$ cat src/rtl/seq_mag_comparator_pkg.sv
// Shared definitions for the sequential magnitude comparator: FSM encoding
// and the digit-counter width helpers.
package seq_mag_comparator_pkg;

  typedef enum logic [1:0] {
    IDLE = 2'd0,
    CMP  = 2'd1,
    DONE = 2'd2
  } state_t;

  function automatic int clog2(input int n);
    int r;
    r = 0;
    for (int i = 0; i < 31; i++) begin
      if ((1 << i) < n) r = i + 1;
    end
    return r;
  endfunction

  // A single-digit compare still needs a one-bit counter.
  function automatic int cnt_width(input int n);
    return (clog2(n) < 1) ? 1 : clog2(n);
  endfunction

endpackage

$ cat src/rtl/seq_mag_comparator_digit_comp.sv
// Combinational DIGIT-bit magnitude comparator built as an MSB-first
// xnor/and/or prefix chain.
module digit_comp #(
  parameter int DIGIT = 4
) (
  input  logic [DIGIT-1:0] x,
  input  logic [DIGIT-1:0] y,
  output logic             dgt,
  output logic             deq
);

  logic run_eq;

  // run_eq holds "all higher bits equal" while walking down from the MSB.
  always_comb begin
    dgt    = 1'b0;
    run_eq = 1'b1;
    for (int i = DIGIT - 1; i >= 0; i--) begin
      dgt    = dgt | (run_eq & x[i] & ~y[i]);
      run_eq = run_eq & ~(x[i] ^ y[i]);
    end
    deq = run_eq;
  end

endmodule

$ cat src/rtl/seq_mag_comparator.sv
// Multi-cycle WIDTH-bit magnitude comparator, DIGIT bits per clock, MSB first,
// with optional two's-complement mode and optional early exit.
module seq_mag_comparator
  import seq_mag_comparator_pkg::*;
#(
  parameter int WIDTH      = 16,
  parameter int DIGIT      = 4,
  parameter int EARLY_EXIT = 1
) (
  input  logic             clk,
  input  logic             rst_n,
  input  logic             start,
  input  logic             signed_mode,
  input  logic [WIDTH-1:0] a,
  input  logic [WIDTH-1:0] b,
  output logic             busy,
  output logic             done,
  output logic             gt,
  output logic             eq,
  output logic             lt
);

  // Handshake: start is taken on any edge where busy is low (IDLE or DONE);
  // busy stays high while digits are processed; done pulses for one cycle and
  // gt/eq/lt are valid from that cycle until the next done.
  localparam int N  = WIDTH / DIGIT;
  localparam int CW = cnt_width(N);
  localparam logic [WIDTH-1:0] MSB_MASK = {1'b1, {(WIDTH-1){1'b0}}};

  state_t            state, state_next;
  logic [WIDTH-1:0]  a_sh, b_sh;
  logic [CW-1:0]     cnt;
  logic              decided, gt_f, lt_f;
  logic              dgt, deq;
  logic              accept, last, dec_now, gt_now, lt_now, finish;

  digit_comp #(.DIGIT(DIGIT)) u_digit (
    .x   (a_sh[WIDTH-1 -: DIGIT]),
    .y   (b_sh[WIDTH-1 -: DIGIT]),
    .dgt (dgt),
    .deq (deq)
  );

  assign accept  = start && (state != CMP);
  assign last    = (cnt == CW'(N - 1));
  // The first unequal digit wins; later digits never override it.
  assign dec_now = decided | ~deq;
  assign gt_now  = decided ? gt_f : (~deq & dgt);
  assign lt_now  = decided ? lt_f : (~deq & ~dgt);
  assign finish  = last || ((EARLY_EXIT != 0) && dec_now);

  always_ff @(posedge clk) begin
    if (!rst_n) state <= IDLE;
    else        state <= state_next;
  end

  always_comb begin
    state_next = state;
    case (state)
      IDLE:    if (start)  state_next = CMP;
      CMP:     if (finish) state_next = DONE;
      DONE:    state_next = start ? CMP : IDLE;
      default: state_next = IDLE;
    endcase
  end

  always_comb begin
    busy = (state == CMP);
    done = (state == DONE);
  end

  // Signed mode flips both sign bits so an unsigned compare orders them correctly.
  always_ff @(posedge clk) begin
    if (!rst_n) begin
      a_sh    <= '0;
      b_sh    <= '0;
      cnt     <= '0;
      decided <= 1'b0;
      gt_f    <= 1'b0;
      lt_f    <= 1'b0;
      gt      <= 1'b0;
      eq      <= 1'b0;
      lt      <= 1'b0;
    end else if (accept) begin
      a_sh    <= signed_mode ? (a ^ MSB_MASK) : a;
      b_sh    <= signed_mode ? (b ^ MSB_MASK) : b;
      cnt     <= '0;
      decided <= 1'b0;
      gt_f    <= 1'b0;
      lt_f    <= 1'b0;
    end else if (state == CMP) begin
      a_sh    <= a_sh << DIGIT;
      b_sh    <= b_sh << DIGIT;
      cnt     <= cnt + 1'b1;
      decided <= dec_now;
      gt_f    <= gt_now;
      lt_f    <= lt_now;
      if (finish) begin
        gt <= gt_now;
        eq <= ~dec_now;
        lt <= lt_now;
      end
    end
  end

endmodule

$ cat config.mk
export PLATFORM = sky130hd
export DESIGN_NAME = seq_mag_comparator
export DESIGN_NICKNAME = d
export VERILOG_FILES = /design/src/rtl/seq_mag_comparator_pkg.sv /design/src/rtl/seq_mag_comparator_digit_comp.sv /design/src/rtl/seq_mag_comparator.sv
export SDC_FILE = /design/constraint.sdc
export NUM_CORES = 1
export LEC_CHECK = 0
export ABC_CLOCK_PERIOD_IN_PS = 2200
export CAP_MARGIN = 25
export CORE_UTILIZATION = 50
export CTS_CLUSTER_SIZE = 25
export DETAILED_ROUTE_END_ITERATION = 7
export GPL_TIMING_DRIVEN = 0
export PLACE_DENSITY = 0.79
export SLEW_MARGIN = 0
export SYNTH_ARGS = -nofsm -noshare
export SYNTH_HDL_FRONTEND = slang
export SYNTH_SLANG_ARGS = --single-unit
$ cat constraint.sdc
create_clock -name clk -period 2.2 [get_ports clk]
set_input_delay 0.55 -clock clk [delete_from_list [all_inputs] [get_ports clk]]
set_output_delay 0.55 -clock clk [all_outputs]
set_load 0.02 [all_outputs]
==> key figures <==
Timing
  • Worst clock skew: just over 0.004 ns
  • Final Max Tran Viols: 0
  • Tightest Pin Transition: 0.761 ns
  • Setup_tns: 0 ns
  • RSZ-0062 raised after global routing: false
  • Period utilization: between 80% and 90%
  • Max-slew headroom: 49.2%
  • Final WS setup: 0.288 ns
  • Finish-stage setup viols: 0
  • Post-route minimum period: 1.91 ns
  • Final hold vios: 0
  • F_max: 523 MHz

Setup path
  • Crit end category: primary output
  • FF-to-FF End: gt
  • Critical Path Start: state[1]
  • Worst R2R Setup Slack: between 0.3 and 0.4 ns
  • Crit path max fanout: 2
  • Worst Setup Start Kind: register
  • CP Data Required Time: 1.65 ns
  • CP arrival: 1.36 ns
  • R2r worst-path depth: 7
  • Worst r2r src: b_sh[15]
  • Worst Setup EP: done
  • WS Path Type: register to primary output

Die
  • Starting density of the core: about 52%
  • Io pins: 41
  • Die X: roughly 64 µm
  • Die H: 64.0 µm
  • Die ar.: between 4000 and 5000 µm²
  • Row Count: 22
  • Core Footprint: 3660 µm²

Run
  • Max cap viols: 0

Logic synthesis
  • Number of synthesized register bits: 42
  • Number of flops mapped to enable cells by yosys: 0
  • Area leader, netlist: dfxtp_1
  • Syn Inst Count: 200
  • Synthesized cell area: between 1500 and 2000 µm²
  • Sequential area share after synthesis: 43.8%
  • Synth area leaders: dfxtp_1, mux2i_1, o211a_1
  • Synth warnings: 0
  • Synth Net Count: 238
  • Fraction of registers with async set/reset: 0%
  • Post-synth top flop: dfxtp_1
  • Syn_area_per_cell: 9.60 µm²
  • Area share of the largest cell type after synthesis: 43.8%
  • Post-synth cell types: 33

Route
  • Drt pass-1 iters: 5
  • Post-DR wirelength/cell: 13.3 µm
  • DR vias: 1535
  • Routed wire length: 3890 µm
  • DRC Markers: 0
  • Via density: approximately 5.3
  • Post-route antenna net violation count: 0
  • DR iter-0 viols: 49

Cells and area
  • Share of cells above drive strength 1: 4.92%
  • Most frequent cells in the layout: dfxtp_1, clkdlybuf4s50_1, mux2i_1, nand2_1, o211a_1
  • Area Overhead vs Synth: 27.0%
  • Most common cell after layout, fill and taps aside: dfxtp_1
  • Final core utilization: 66.6%
  • Non-Filler Instances: 292
  • Final Net Count: between 200 and 300
  • Ant. Diodes: 0

Clock tree
  • Skew-Pair Late Insertion Delay: about 0.30 ns
  • Htree depth: 2
  • CTS clk-pin slew, worst paths: ~0.070 ns
  • Root Driver: clkbuf_8
  • Post-cts hold buffer count: 0
  • CTS tree: built
  • Max clock buf depth: 2
  • Sinks on Clock Net: 42
  • TritonCTS Buffers: 5

Pwr
  • Sequential group share of total power: 51.5%
  • Maximum VDD drop: 0.000615 V
  • Int Pwr: 1230 µW
  • Switching Fraction: 27.4%
  • Net Switching: approximately 460 µW
  • P_leak: approximately 0.0013 µW
  • Comb pwr share: 20.8%
  • Total power: 1690 µW
  • Power Density: 693 nW/µm²
  • Clock power frac: 27.8%

Global route
  • Initial antenna violation count: 0
  • First-pass GRT wire length: 6380 µm
  • GRT overflow: 0
  • Vias in the first global route: 1425
  • Largest net degree at the start of global routing: 13
  • Global Route Usage Sum: slightly above 20%

Status
  • Status: completed

Place
  • DP Worst Slack: ~0.09 ns
  • Post-DP HPWL: between 2000 and 3000 µm
  • Post-Place Cells: 286
  • Buffers on Ports: 38
  • Placer Congestion: 0.804

Hold path
  • Hold/Removal Path Class: register to register
[synthesized netlist by cell type, types with 3 or more instances]
cell type,instances
a21oi_1,5
xor2_1,3
nand2_1,29
inv_1,3
clkbuf_1,7
nand2b_1,3
buf_1,4
o211a_1,22
and2_1,3
mux2i_1,30
buf_2,3
nor2b_1,6
a21boi_0,3
nor2_1,13
dfxtp_1,42
[state kept, by name, summed over array words and instances, names as in the netlist]
name	count
decided	1
gt_f	1
b_sh	16
cnt	2
state	2
lt_f	1
a_sh	16
lt	1
gt	1
eq	1
[routing by layer]
metal | vias up | track usage [%] | wire, µm
met5 | - | 0 | 0
met4 | 0 | 9.09 | 79
met3 | 8 | 5.00 | 171
met2 | 39 | 35.1 | 1860
met1 | 701 | 24.5 | 1770
li1 | 787 | - | -
[what timing repair did]
item                       CTS  global route
resized for setup            1             1
setup endpoints to repair    1             1
buffers inserted             0             0
[power groups by stage]
stage | Combinational [µW] | Sequential, µW | Clock (µW)
after CTS | 354 | 870 | 476
after floorplan | 230 | 878 | 0
after global placement | 345 | 885 | 0
after global routing | 390 | 878 | 508
final | 351 | 869 | 469
after detailed placement | 353 | 888 | 0
[per-stage QoR]
stage	instance area [µm²]	hold slack [ns]
6_report	2440	0.448
4_1_cts	2440	0.451
2_1_floorplan	1920	0.434
3_3_place_gp	2360	0.438
3_5_place_dp	2360	0.441
5_1_grt	2440	0.500
[cells by family (layout without fill, tap and decap cells)]
logic type / Yosys count / after routing / synth area share (%)
mux: 30 / 30 / 15.6
compound gates: 40 / 40 / 17.8
flops: 42 / 42 / 43.8
fa+ha+maj: 2 / 2 / 1.30
simple gates: 63 / 63 / 15.4
xor+xnor: 5 / 5 / 2.28
buf+inv: 18 / 62 / 3.71
[layout make-up]
cell class                      instances  area [µm²]
Buffer                                 13        52.6
Clock buffer                            5        68.8
Clock inverter                          2        10.0
Fill cell                             330        1220
Inverter                                4        16.3
Multi-Input combinational cell        140        1010
Sequential cell                        42         841
Tap cell                               48        60.1
Timing Repair Buffer                   38         383
[critical path: stages (launching register included)]
cell and delay, ns:
dfxtp_1 0.32, nor2b_1 0.14, clkdlybuf4s50_1 0.61
[how the worst min path moves through the flow]
stage	slack [ns]	start	end	depth (start not counted)
after global routing	0.50	gt_f	gt_f	2
final	0.45	gt	gt	2
after detailed placement	0.44	gt	gt	2
after floorplan	0.43	gt_f	gt_f	2
after global placement	0.44	gt	gt	2
after CTS	0.45	gt	gt	2
Power figures use the tool's default switching activity.
